$ cat config.mk
export PLATFORM = sky130hd
export DESIGN_NAME = channel_stim_sequencer_flat
export DESIGN_NICKNAME = d
export VERILOG_FILES = /design/src/rtl/channel_seq_pkg.sv /design/src/rtl/channel_stim_sequencer_if.sv /design/src/rtl/channel_sample_fifo.sv /design/src/rtl/channel_stim_sequencer.sv /design/src/flat_wrapper.sv
export SDC_FILE = /design/constraint.sdc
export NUM_CORES = 1
export LEC_CHECK = 0
export BUFFER_PORTS_ARGS = -buffer_cell sky130_fd_sc_hd__buf_2
export CAP_MARGIN = 10
export CELL_PAD_IN_SITES_DETAIL_PLACEMENT = 1
export CELL_PAD_IN_SITES_GLOBAL_PLACEMENT = 1
export CORE_MARGIN = 2
export CORE_UTILIZATION = 46
export DETAILED_ROUTE_END_ITERATION = 10
export PLACE_DENSITY_LB_ADDON = 0.1
export SKIP_LAST_GASP = 1
export SYNTH_ARGS = -nofsm -noshare
export SYNTH_HDL_FRONTEND = slang
export SYNTH_HIERARCHICAL = 1
export SYNTH_SLANG_ARGS = --single-unit
export TNS_END_PERCENT = 30
$ cat constraint.sdc
create_clock -name clk -period 3.66 [get_ports clk]
set_input_delay 0.183 -clock clk [delete_from_list [all_inputs] [get_ports clk]]
set_output_delay 0.183 -clock clk [all_outputs]
set_load 0.005 [all_outputs]
$ cat src/rtl/channel_seq_pkg.sv
// rtl/channel_seq_pkg.sv - shared types, widths and LFSR helper for channel_stim_sequencer
//
// Purpose : sequencer state encoding, datapath widths, Galois LFSR tap mask
//           and a single-step LFSR function.
// Ports   : none (package).
package channel_seq_pkg;

   typedef enum logic [2:0] {
      ST_IDLE,
      ST_WARMUP,
      ST_RUN,
      ST_DRAIN,
      ST_DONE
   } seq_state_e;

   localparam int LEVEL_W = 2;
   localparam int VOLT_W  = 16;
   localparam int CNT_W   = 20;
   localparam int SMP_W   = LEVEL_W + VOLT_W;

   // x^16 + x^14 + x^13 + x^11 + 1, right-shifting Galois form
   localparam logic [15:0] LFSR_TAPS = 16'hB400;

   function automatic logic [15:0] lfsr_step(input logic [15:0] s);
      return s[0] ? ((s >> 1) ^ LFSR_TAPS) : (s >> 1);
   endfunction

endpackage

$ cat src/rtl/channel_stim_sequencer_if.sv
// rtl/channel_stim_sequencer_if.sv - sample stream interface (valid/ready, level + voltage)
//
// Purpose : carries FIFO-head samples from the sequencer to a consumer.
// Signals : smp_valid   head sample valid (master -> slave)
//           smp_ready   consumer accepts head (slave -> master)
//           smp_level   level tag of head sample
//           smp_voltage retention voltage of head sample
interface channel_stim_sequencer_if;
   import channel_seq_pkg::*;

   logic                 smp_valid;
   logic                 smp_ready;
   logic [LEVEL_W-1:0]   smp_level;
   logic [VOLT_W-1:0]    smp_voltage;

   modport master (output smp_valid, output smp_level, output smp_voltage, input smp_ready);
   modport slave  (input smp_valid, input smp_level, input smp_voltage, output smp_ready);

endinterface

$ cat src/rtl/channel_sample_fifo.sv
// rtl/channel_sample_fifo.sv - first-word-fall-through sample FIFO
//
// Purpose : stores {level, voltage} samples; head is visible on dout whenever
//           empty is low, one cycle after the push that filled it.
// Ports   : clk, reset (async, active-low)
//           push/din  write one entry (ignored when full)
//           pop       drop the head entry (ignored when empty)
//           dout      head entry
//           full, empty occupancy flags
module channel_sample_fifo #(
   parameter int DEPTH = 16,
   parameter int WIDTH = 18
) (
   input  logic             clk,
   input  logic             reset,
   input  logic             push,
   input  logic             pop,
   input  logic [WIDTH-1:0] din,
   output logic [WIDTH-1:0] dout,
   output logic             full,
   output logic             empty
);

   localparam int AW = (DEPTH > 1) ? $clog2(DEPTH) : 1;

   logic [WIDTH-1:0] mem_q [DEPTH];
   logic [AW-1:0]    wr_ptr_q, wr_ptr_d;
   logic [AW-1:0]    rd_ptr_q, rd_ptr_d;
   logic [AW:0]      count_q, count_d;
   logic             push_ok, pop_ok;

   assign full    = (count_q == (AW+1)'(DEPTH));
   assign empty   = (count_q == '0);
   assign push_ok = push && !full;
   assign pop_ok  = pop && !empty;
   assign dout    = mem_q[rd_ptr_q];

   always_comb begin
      wr_ptr_d = wr_ptr_q;
      rd_ptr_d = rd_ptr_q;
      count_d  = count_q;
      if (push_ok) wr_ptr_d = wr_ptr_q + AW'(1);
      if (pop_ok)  rd_ptr_d = rd_ptr_q + AW'(1);
      // simultaneous push and pop leaves the count unchanged
      if (push_ok && !pop_ok)      count_d = count_q + (AW+1)'(1);
      else if (pop_ok && !push_ok) count_d = count_q - (AW+1)'(1);
   end

   always_ff @(posedge clk or negedge reset) begin
      if (!reset) begin
         wr_ptr_q <= '0;
         rd_ptr_q <= '0;
         count_q  <= '0;
      end else begin
         wr_ptr_q <= wr_ptr_d;
         rd_ptr_q <= rd_ptr_d;
         count_q  <= count_d;
      end
   end

   // storage needs no reset: entries are only read after being written
   always_ff @(posedge clk) begin
      if (push_ok) mem_q[wr_ptr_q] <= din;
   end

endmodule

$ cat src/rtl/channel_stim_sequencer.sv
// rtl/channel_stim_sequencer.sv - sequences the flash channel model and streams tagged samples
//
// Purpose : drives pseudo-random levels into the channel model, discards
//           warm-up results, tags run results with their level and queues
//           them into a FIFO for a downstream consumer.
// Ports   : clk, reset (async, active-low)
//           start            one-cycle pulse, accepted in IDLE or DONE
//           cfg_num_samples  counted samples per run, latched on start
//           model_level      level presented to the channel model
//           model_en         advances the channel model one step
//           model_voltage    model result, LATENCY enabled cycles after its level
//           smp              sample stream (master)
//           busy, done       run status
//           sample_cnt       samples popped in the current run (saturating)
module channel_stim_sequencer
   import channel_seq_pkg::*;
#(
   parameter int          LATENCY    = 8,
   parameter int          WARMUP_CYC = 80,
   parameter int          FIFO_DEPTH = 16,
   parameter logic [15:0] LFSR_SEED  = 16'hACE1
) (
   input  logic                  clk,
   input  logic                  reset,
   input  logic                  start,
   input  logic [CNT_W-1:0]      cfg_num_samples,
   output logic [LEVEL_W-1:0]    model_level,
   output logic                  model_en,
   input  logic [VOLT_W-1:0]     model_voltage,
   channel_stim_sequencer_if.master smp,
   output logic                  busy,
   output logic                  done,
   output logic [CNT_W-1:0]      sample_cnt
);

   seq_state_e         state_q, state_d;
   logic [CNT_W-1:0]   cnt_q, cnt_d;
   logic [CNT_W-1:0]   num_q, num_d;
   logic [15:0]        lfsr_q, lfsr_d;
   logic [CNT_W-1:0]   sample_cnt_q, sample_cnt_d;
   // each stage holds {tag, level}; tag marks results that are to be kept
   logic [LEVEL_W:0]   pipe_q [LATENCY];
   logic [LEVEL_W:0]   pipe_d [LATENCY];

   logic               fifo_full, fifo_empty;
   logic               push, pop;
   logic               drain_complete;
   logic               tag;
   logic [SMP_W-1:0]   fifo_dout;

   assign busy           = (state_q == ST_WARMUP) || (state_q == ST_RUN) || (state_q == ST_DRAIN);
   assign done           = (state_q == ST_DONE);
   assign drain_complete = (state_q == ST_DRAIN) && (cnt_q == CNT_W'(LATENCY));
   assign model_en       = busy && !drain_complete && !fifo_full;
   assign model_level    = busy ? lfsr_q[LEVEL_W-1:0] : '0;
   assign tag            = (state_q == ST_RUN);
   assign push           = model_en && pipe_q[LATENCY-1][LEVEL_W];
   assign pop            = smp.smp_valid && smp.smp_ready;
   assign sample_cnt     = sample_cnt_q;

   assign smp.smp_valid   = !fifo_empty;
   assign smp.smp_level   = fifo_dout[SMP_W-1:VOLT_W];
   assign smp.smp_voltage = fifo_dout[VOLT_W-1:0];

   always_comb begin
      state_d      = state_q;
      cnt_d        = cnt_q;
      num_d        = num_q;
      lfsr_d       = lfsr_q;
      sample_cnt_d = sample_cnt_q;
      pipe_d       = pipe_q;

      if (pop && (sample_cnt_q != {CNT_W{1'b1}}))
         sample_cnt_d = sample_cnt_q + CNT_W'(1);

      // LFSR and tag line only move with the model so stalls lose nothing
      if (model_en) begin
         lfsr_d    = lfsr_step(lfsr_q);
         pipe_d[0] = {tag, lfsr_q[LEVEL_W-1:0]};
         for (int i = 1; i < LATENCY; i++) pipe_d[i] = pipe_q[i-1];
      end

      unique case (state_q)
         ST_IDLE, ST_DONE: begin
            if (start) begin
               state_d      = ST_WARMUP;
               cnt_d        = '0;
               num_d        = cfg_num_samples;
               lfsr_d       = LFSR_SEED;
               sample_cnt_d = '0;
            end
         end
         ST_WARMUP: begin
            if (model_en) begin
               if (cnt_q == CNT_W'(WARMUP_CYC - 1)) begin
                  cnt_d   = '0;
                  state_d = (num_q == '0) ? ST_DRAIN : ST_RUN;
               end else begin
                  cnt_d = cnt_q + CNT_W'(1);
               end
            end
         end
         ST_RUN: begin
            if (model_en) begin
               if (cnt_q == num_q - CNT_W'(1)) begin
                  cnt_d   = '0;
                  state_d = ST_DRAIN;
               end else begin
                  cnt_d = cnt_q + CNT_W'(1);
               end
            end
         end
         ST_DRAIN: begin
            if (model_en) cnt_d = cnt_q + CNT_W'(1);
            if (drain_complete && fifo_empty) state_d = ST_DONE;
         end
         default: state_d = ST_IDLE;
      endcase
   end

   always_ff @(posedge clk or negedge reset) begin
      if (!reset) begin
         state_q      <= ST_IDLE;
         cnt_q        <= '0;
         num_q        <= '0;
         lfsr_q       <= LFSR_SEED;
         sample_cnt_q <= '0;
         for (int i = 0; i < LATENCY; i++) pipe_q[i] <= '0;
      end else begin
         state_q      <= state_d;
         cnt_q        <= cnt_d;
         num_q        <= num_d;
         lfsr_q       <= lfsr_d;
         sample_cnt_q <= sample_cnt_d;
         pipe_q       <= pipe_d;
      end
   end

   channel_sample_fifo #(
      .DEPTH (FIFO_DEPTH),
      .WIDTH (SMP_W)
   ) u_fifo (
      .clk   (clk),
      .reset (reset),
      .push  (push),
      .pop   (pop),
      .din   ({pipe_q[LATENCY-1][LEVEL_W-1:0], model_voltage}),
      .dout  (fifo_dout),
      .full  (fifo_full),
      .empty (fifo_empty)
   );

endmodule
$ cat src/flat_wrapper.sv
// flat-port wrapper written by rule: the top's interface ports become plain ports
module channel_stim_sequencer_flat import channel_seq_pkg::*;
#(
   parameter int          LATENCY    = 8,
   parameter int          WARMUP_CYC = 80,
   parameter int          FIFO_DEPTH = 16,
   parameter logic [15:0] LFSR_SEED  = 16'hACE1
)
  (clk, reset, start, cfg_num_samples, model_level, model_en, model_voltage, busy, done, sample_cnt, smp_smp_valid, smp_smp_level, smp_smp_voltage, smp_smp_ready);
  channel_stim_sequencer_if smp_i ();
  input  logic clk;
  input  logic reset;
  input  logic start;
  input  logic [CNT_W-1:0] cfg_num_samples;
  output logic [LEVEL_W-1:0] model_level;
  output logic model_en;
  input  logic [VOLT_W-1:0] model_voltage;
  output logic busy;
  output logic done;
  output logic [CNT_W-1:0] sample_cnt;
  output wire logic [$bits(smp_i.smp_valid)-1:0] smp_smp_valid;
  output wire logic [$bits(smp_i.smp_level)-1:0] smp_smp_level;
  output wire logic [$bits(smp_i.smp_voltage)-1:0] smp_smp_voltage;
  input wire logic [$bits(smp_i.smp_ready)-1:0] smp_smp_ready;
  assign smp_smp_valid = smp_i.smp_valid;
  assign smp_smp_level = smp_i.smp_level;
  assign smp_smp_voltage = smp_i.smp_voltage;
  assign smp_i.smp_ready = smp_smp_ready;
  channel_stim_sequencer #(.LATENCY(LATENCY), .WARMUP_CYC(WARMUP_CYC), .FIFO_DEPTH(FIFO_DEPTH), .LFSR_SEED(LFSR_SEED)) u_core (.clk(clk), .reset(reset), .start(start), .cfg_num_samples(cfg_num_samples), .model_level(model_level), .model_en(model_en), .model_voltage(model_voltage), .smp(smp_i), .busy(busy), .done(done), .sample_cnt(sample_cnt));
endmodule
==> results.toml, run 1 <==
[status]
status = "finished, final reports clean"

[synth]
synth_fa_ha_area_share_pct = 1.05
avgSynthCellArea_sq_um = 13.9
synth_top_family_by_area = "simple AND/OR/NAND/NOR gates"
synth_xor_area_share_pct = 2.95
netlist_instances = 1249
synth_edf_count = 288
synth_cell_type_count = 70
ys_warn_count = 6
muxShareOfSynthArea_pct = 9.19
synth_seq_cells = 404
synth-simple-area-share_pct = 11.4
synth_fp_nets = 1303
async_reset_ff_share_pct = 28.7
synth_area_sq_um = 17400
ys_seq_area_share_pct = 66.6
synth-compound-area-share_pct = 6.35
ys.flop_type = "edfxtp_1"

[timing]
worstMarginPinSlew_ns = 0.976
finClkSkew_ns = 0.0246
hold_viol_final = 0
slew_headroom_pct = 34.9
setup_viol = 0
rsz0062_at_grt = "no"
fin_crit_sh_pct = 92.1
max_freq_mhz = 297
finalMaxSlewViolations = 0
min_period_ns = 3.37
finalSetupTns_ns = 0
fin_hold_ws_ns = 0.0162

[global_route]
grt_pass1_vias = 11185
overflow = 0
grt_pass1_wl_mm = 65.4
grt_usage_pct = 22.0
grt_max_degree = 68
grt_antenna_before_repair = 0

[routing]
wl_met2_mm = 20.3
drc = 0
via_per_inst = 5.54
wl_met1_mm = 18.9
drt_iter0_markers = 538
ant_nets = 0
routed.top_layer = "met4"
routed-wl-met3_mm = 1.61
vias = 10797
wl_per_cell_microns = 21.5
wirelength_mm = 41.9
dr.pass1.iters = 5

[floorplanning]
die_w_microns = 198
fp-row-count = 71
io_pins = 84
die_h_microns = 198
die_area_sq_um = 39300
coreArea_sq_um = 37400
initial_utilization_pct = 46.4

[setup_path]
required_ns = 4.16
reg2reg_depth = 15
cp-end-kind = "flop"
cp-startpoint = "u_core/cnt_q[0]"
timing.reg2reg.setup_slack_ns = 0.29
regToRegStartpoint = "u_core/cnt_q[0]"
crit_type = "flop to flop"
critical_path.max_fanout = 5
rr_endpoint = "u_core/u_fifo/count_q[4]"
worstPathArrival_ns = 3.87
critPathLaunchType = "flop"

[place]
dpl_cell_area_sq_um = 18600
io_buffers = 83
hpwl_mm = 26.1
dpl.cell_count = 1835
place.gp.congestion = 0.826

[power_and_ir_drop]
p_sw_share_pct = 35.0
ir_worst_vdd_mv = 0.463
p_int_mw = 10.4
p_leak_nw = 7.74
power_density_nw_per_um2 = 787
power_frac_seq_pct = 40.9
power_switching_mw = 5.59
power_frac_comb_pct = 33.0
clkPwrFrac_pct = 26.2

[clock_tree]
clk_pin_slew_ns = 0.07
htree_levels = 2
cts.path.max_buffers = 3
tritoncts = "done"
clkLatencyLatePin_ns = 0.58
post-cts-setup-buffers = 0
cts_sinks = 404
cts_inserted_buffers = 43
cts_root_buffer = "clkbuf_16"

[cells_and_area]
layout-drive-gt1-share_pct = 19.8
diodes = 0
mostFrequentLayoutCells = "edfxtp_1, nand2_1, dfrtp_1"
n_fill_cell = 3693
layout_commonest_cell = "edfxtp_1"
synthToLayoutAreaGrowth_pct = 16.8
final_cell_area_sq_um = 20300
final_cells = 1948
fin_nets = 1457
final_util_pct = 54.2

[hold_path]
worstHoldPathType = "input port to flop"
whs_endpoint = "u_core/u_fifo/mem_q[5][1]"
hp-start = "model_voltage[1]"
hold_path_depth = 1

[run]
drv_cap = 0
==> cells by family (layout without fill, tap and decap cells) <==
kind of cell / count (synthesis) / in the layout
multiplexers: 114 / 114
flip-flops: 404 / 404
XOR/XNOR: 56 / 56
buffers and inverters: 82 / 270
AO/OA/AOI/OAI: 155 / 155
AND/OR/NAND/NOR: 424 / 424
adder cells (fa/ha/maj): 14 / 14
==> flip-flops by register name, summed over array words and instances, names as in the netlist <==
register / flops
u_core/u_fifo/mem_q: 288
u_core/pipe_q: 24
u_core/cnt_q: 20
u_core/num_q: 20
u_core/sample_cnt: 20
u_core/lfsr_q: 16
u_core/u_fifo/count_q: 5
u_core/u_fifo/rd_ptr_q: 4
u_core/u_fifo/wr_ptr_q: 4
u_core/state_q: 3
==> critical path: stages, from the launching register on <==
cell	delay [ns]
dfrtp_1	0.43
inv_1	0.11
ha_1	0.21
nand4b_1	0.11
nor3_1	0.06
or4_2	0.56
clkinv_1	0.08
and2_1	0.11
a21boi_2	0.17
ha_1	0.18
inv_1	0.11
fa_1	0.43
a21o_1	0.19
a21oi_1	0.19
mux2i_1	0.25
xnor2_1	0.14
==> cell type report <==
type                       instances  area [sq um]  share of cell area (%)
inverter                          18          67.6                   0.333
tap                              511           639                    3.16
sequential                       404         11600                    57.1
timing repair buffer             173          1200                    5.94
clock buffer                      52          1140                    5.63
clock inverter                    27           203                    1.00
multi-input combinational        763          5440                    26.8
==> per-layer routing <==
metal  track usage (%)  vias to the layer above
met5                 0                        -
met4              7.77                        0
met3              3.17                       67
met2              36.0                      201
met1              30.3                     5562
li1                  -                     4967
==> metrics by stage <==
step | worst slack, ns | total power, mW
floorplan | -0.323 | 10.1
global placement | 0.386 | 11.7
detailed placement | 0.261 | 11.9
CTS | 0.250 | 16.1
global route | 0.0479 | 16.9
finish | 0.287 | 15.9
==> cells in the mapped netlist (6+ instances only) <==
master    count  area, sq um
and2_1        6         37.5
ha_1         13          163
nor4_1       11         68.8
nand3_1      25          125
dfstp_2       8          210
a21oi_1      15         75.1
buf_2        15         75.1
mux4_2       36          811
o21ai_1      12         60.1
o21ai_0      34          170
nand3b_1     11         82.6
nor3_1       21          105
nand2b_1      7         43.8
mux2i_1      76          761
nor2_1       50          188
clkbuf_1     28          105
xnor2_1      34          298
nand4_1      11         68.8
a22oi_1      18          135
xor2_1       20          175
nor2b_1       6         37.5
buf_6        10          113
dfrtp_1     108         2700
nand2_1     236          886
a221oi_1     36          315
buf_1         6         22.5
inv_1        15         56.3
and3_1       13         81.3
edfxtp_1    288         8650
==> power groups by stage <==
| stage | clock (mW) | sequential [mW] | combinational, mW |
|---|---|---|---|
| 4_1_cts | 4.28 | 6.53 | 5.33 |
| 2_1_floorplan | 0 | 6.29 | 3.77 |
| 3_5_place_dp | 0 | 6.62 | 5.27 |
| 3_3_place_gp | 0 | 6.58 | 5.15 |
| 6_report | 4.17 | 6.52 | 5.26 |
| 5_1_grt | 4.43 | 6.64 | 5.81 |
==> repair_timing <==
item,CTS,global route
hold endpoints to repair,241,0
hold buffers,34,0
resized for setup,0,0
==> how the worst max path moves through the flow <==
stage	slack (ns)	end
after global placement	0.39	u_core/u_fifo/count_q[4]
after floorplan	-0.32	u_core/u_fifo/mem_q[1][0]
after CTS	0.25	u_core/u_fifo/count_q[4]
after global routing	0.05	u_core/u_fifo/count_q[4]
final	0.29	u_core/u_fifo/count_q[4]
after detailed placement	0.26	u_core/u_fifo/count_q[4]
No activity file was read; power rests on OpenSTA's default activity.
==> run 2: changes to the inputs <==
- CTS_CLUSTER_SIZE: default -> 14
- MAX_ROUTING_LAYER: default -> met4
==> results.toml, run 2 (synthesis results as in run 1) <==
[clock_tree]
cts_resized = 0
cts_inserted_buffers = 43
cts_root_buffer = "clkbuf_16"
clk_pin_slew_ns = 0.06
cts_sinks = 404
cts.path.max_buffers = 3
postCtsHoldBufs = 34
clkLatencyLatePin_ns = 0.58
tritoncts = "done"
post-cts-setup-buffers = 0
htree_levels = 2

[setup_path]
cp_slowest_stage_delay_ns = 0.56
path_delay_family = "simple AND/OR/NAND/NOR gates"
reg2reg_depth = 15
critical_path.max_fanout = 5
required_ns = 4.16
critPathLaunchType = "flop"
crit_type = "flop to flop"
rr_endpoint = "u_core/u_fifo/count_q[4]"
critPathBufInv = 3
worstPathArrival_ns = 3.88
cp-startpoint = "u_core/cnt_q[0]"
critPathSlowestCell = "or4_2"
timing.reg2reg.setup_slack_ns = 0.28
crit_chain = "inv_1, ha_1, nand4b_1, nor3_1, or4_2, clkinv_1, and2_1, a21boi_2, ha_1, inv_1, fa_1, a21o_1, a21oi_1, mux2i_1, xnor2_1"
cp-end-kind = "flop"
regToRegStartpoint = "u_core/cnt_q[0]"

[timing]
hold_viol_final = 0
finalMaxSlewViolations = 0
setup_viol = 0
fin_crit_sh_pct = 92.2
rsz0062_at_grt = "no"
max_freq_mhz = 296
worstMarginPinSlew_ns = 0.973
finClkSkew_ns = 0.0240
min_period_ns = 3.38
slew_headroom_pct = 35.1

[routing]
wirelength_mm = 41.8
via_per_inst = 5.53
wl_per_cell_microns = 21.5
drc = 0
drt_iter0_markers = 541
dr.pass1.iters = 5
vias = 10769
ant_nets = 0

[cells_and_area]
synthToLayoutAreaGrowth_pct = 16.8
layout-drive-gt1-share_pct = 19.8
final_cell_area_sq_um = 20300
regMostFlops = "u_core/u_fifo/mem_q"
fin_nets = 1457
mostFrequentLayoutCells = "edfxtp_1, nand2_1, dfrtp_1"
final_cells = 1948
diodes = 0
reg_top3 = "u_core/u_fifo/mem_q: 288 flops, u_core/pipe_q: 24 flops"
largest_reg_flops = 288
layout_commonest_cell = "edfxtp_1"

[power_and_ir_drop]
power_density_nw_per_um2 = 787
p_leak_nw = 7.74
ir_worst_vdd_mv = 0.464

[global_route]
grt_use_met2_pct = 35.8
grt_max_degree = 68
grt_antenna_before_repair = 0
grt-busiest-layer = "met2"
overflow = 0
grt_pass1_wl_mm = 65.5
grt_usage_pct = 22.7
grt_pass1_vias = 11173
use_met1_pct = 30.4
met3_usage_pct = 3.15

[floorplanning]
initial_utilization_pct = 46.4
die_w_microns = 198
die_area_sq_um = 39300
coreArea_sq_um = 37400
io_pins = 84
die_h_microns = 198
fp-row-count = 71

[place]
io_buffers = 83
place.gp.congestion = 0.838
hpwl_mm = 26.1
dpl_cell_area_sq_um = 18600
dpl.cell_count = 1835

[hold_path]
whs_endpoint = "u_core/u_fifo/mem_q[5][1]"
hold_path_depth = 1
hp-start = "model_voltage[1]"
worstHoldPathType = "input port to flop"

[run]
drv_cap = 0

[status]
status = "finished, final reports clean"
==> run 2: worst max-delay path by stage <==
stage	end	depth (start not counted)	slack (ns)
final	u_core/u_fifo/count_q[4]	15	0.28
after global routing	u_core/u_fifo/count_q[4]	15	0.05
after CTS	u_core/u_fifo/count_q[4]	15	0.25
after detailed placement	u_core/u_fifo/count_q[4]	15	0.26
after global placement	u_core/u_fifo/count_q[4]	15	0.39
after floorplan	u_core/u_fifo/mem_q[1][0]	11	-0.32
==> run 2: final cells by class <==
type	count	area, sq um
fillers	3693	17100
well taps	511	639
repair buffers	173	1200
clock buffers	52	1140
flip-flops and latches	404	11600
multi-input cells	763	5440
clock inverters	27	203
inverters	18	67.6
==> run 2: worst reg2reg max path, cell delays in order, from the launching register on <==
cell and delay [ns]:
dfrtp_1 0.43, inv_1 0.11, ha_1 0.22, nand4b_1 0.11
nor3_1 0.06, or4_2 0.56, clkinv_1 0.08, and2_1 0.11
a21boi_2 0.17, ha_1 0.18, inv_1 0.11, fa_1 0.43
a21o_1 0.19, a21oi_1 0.19, mux2i_1 0.25, xnor2_1 0.14
==> run 2: power breakdown <==
group / switching [mW] / internal, mW / leakage [nW]
clock network: 1.80 / 2.37 / 0.652
registers: 0.700 / 5.82 / 4.06
logic: 3.08 / 2.17 / 3.02
total: 5.58 / 10.4 / 7.74
==> run 2: layer usage <==
| layer | part of all wire, % | routed length (microns) |
|---|---|---|
| met5 | 0 | 0 |
| met4 | 2.5 | 1030 |
| met3 | 3.7 | 1560 |
| met2 | 49 | 20400 |
| met1 | 45 | 18800 |
==> run 2: through the flow <==
stage / hold WS [ns] / utilization (%) / setup TNS, ns / setup WS [ns] / power, mW
final: 0.0216 / 54.2 / 0 / 0.285 / 15.9
after CTS: 0.00155 / 54.2 / 0 / 0.250 / 16.1
after global routing: 0.0179 / 54.2 / 0 / 0.0479 / 16.9
after detailed placement: 0.377 / 49.7 / 0 / 0.261 / 11.9
after floorplan: -0.113 / - / -11.64 / -0.323 / 10.1
after global placement: 0.371 / 49.7 / 0 / 0.386 / 11.7
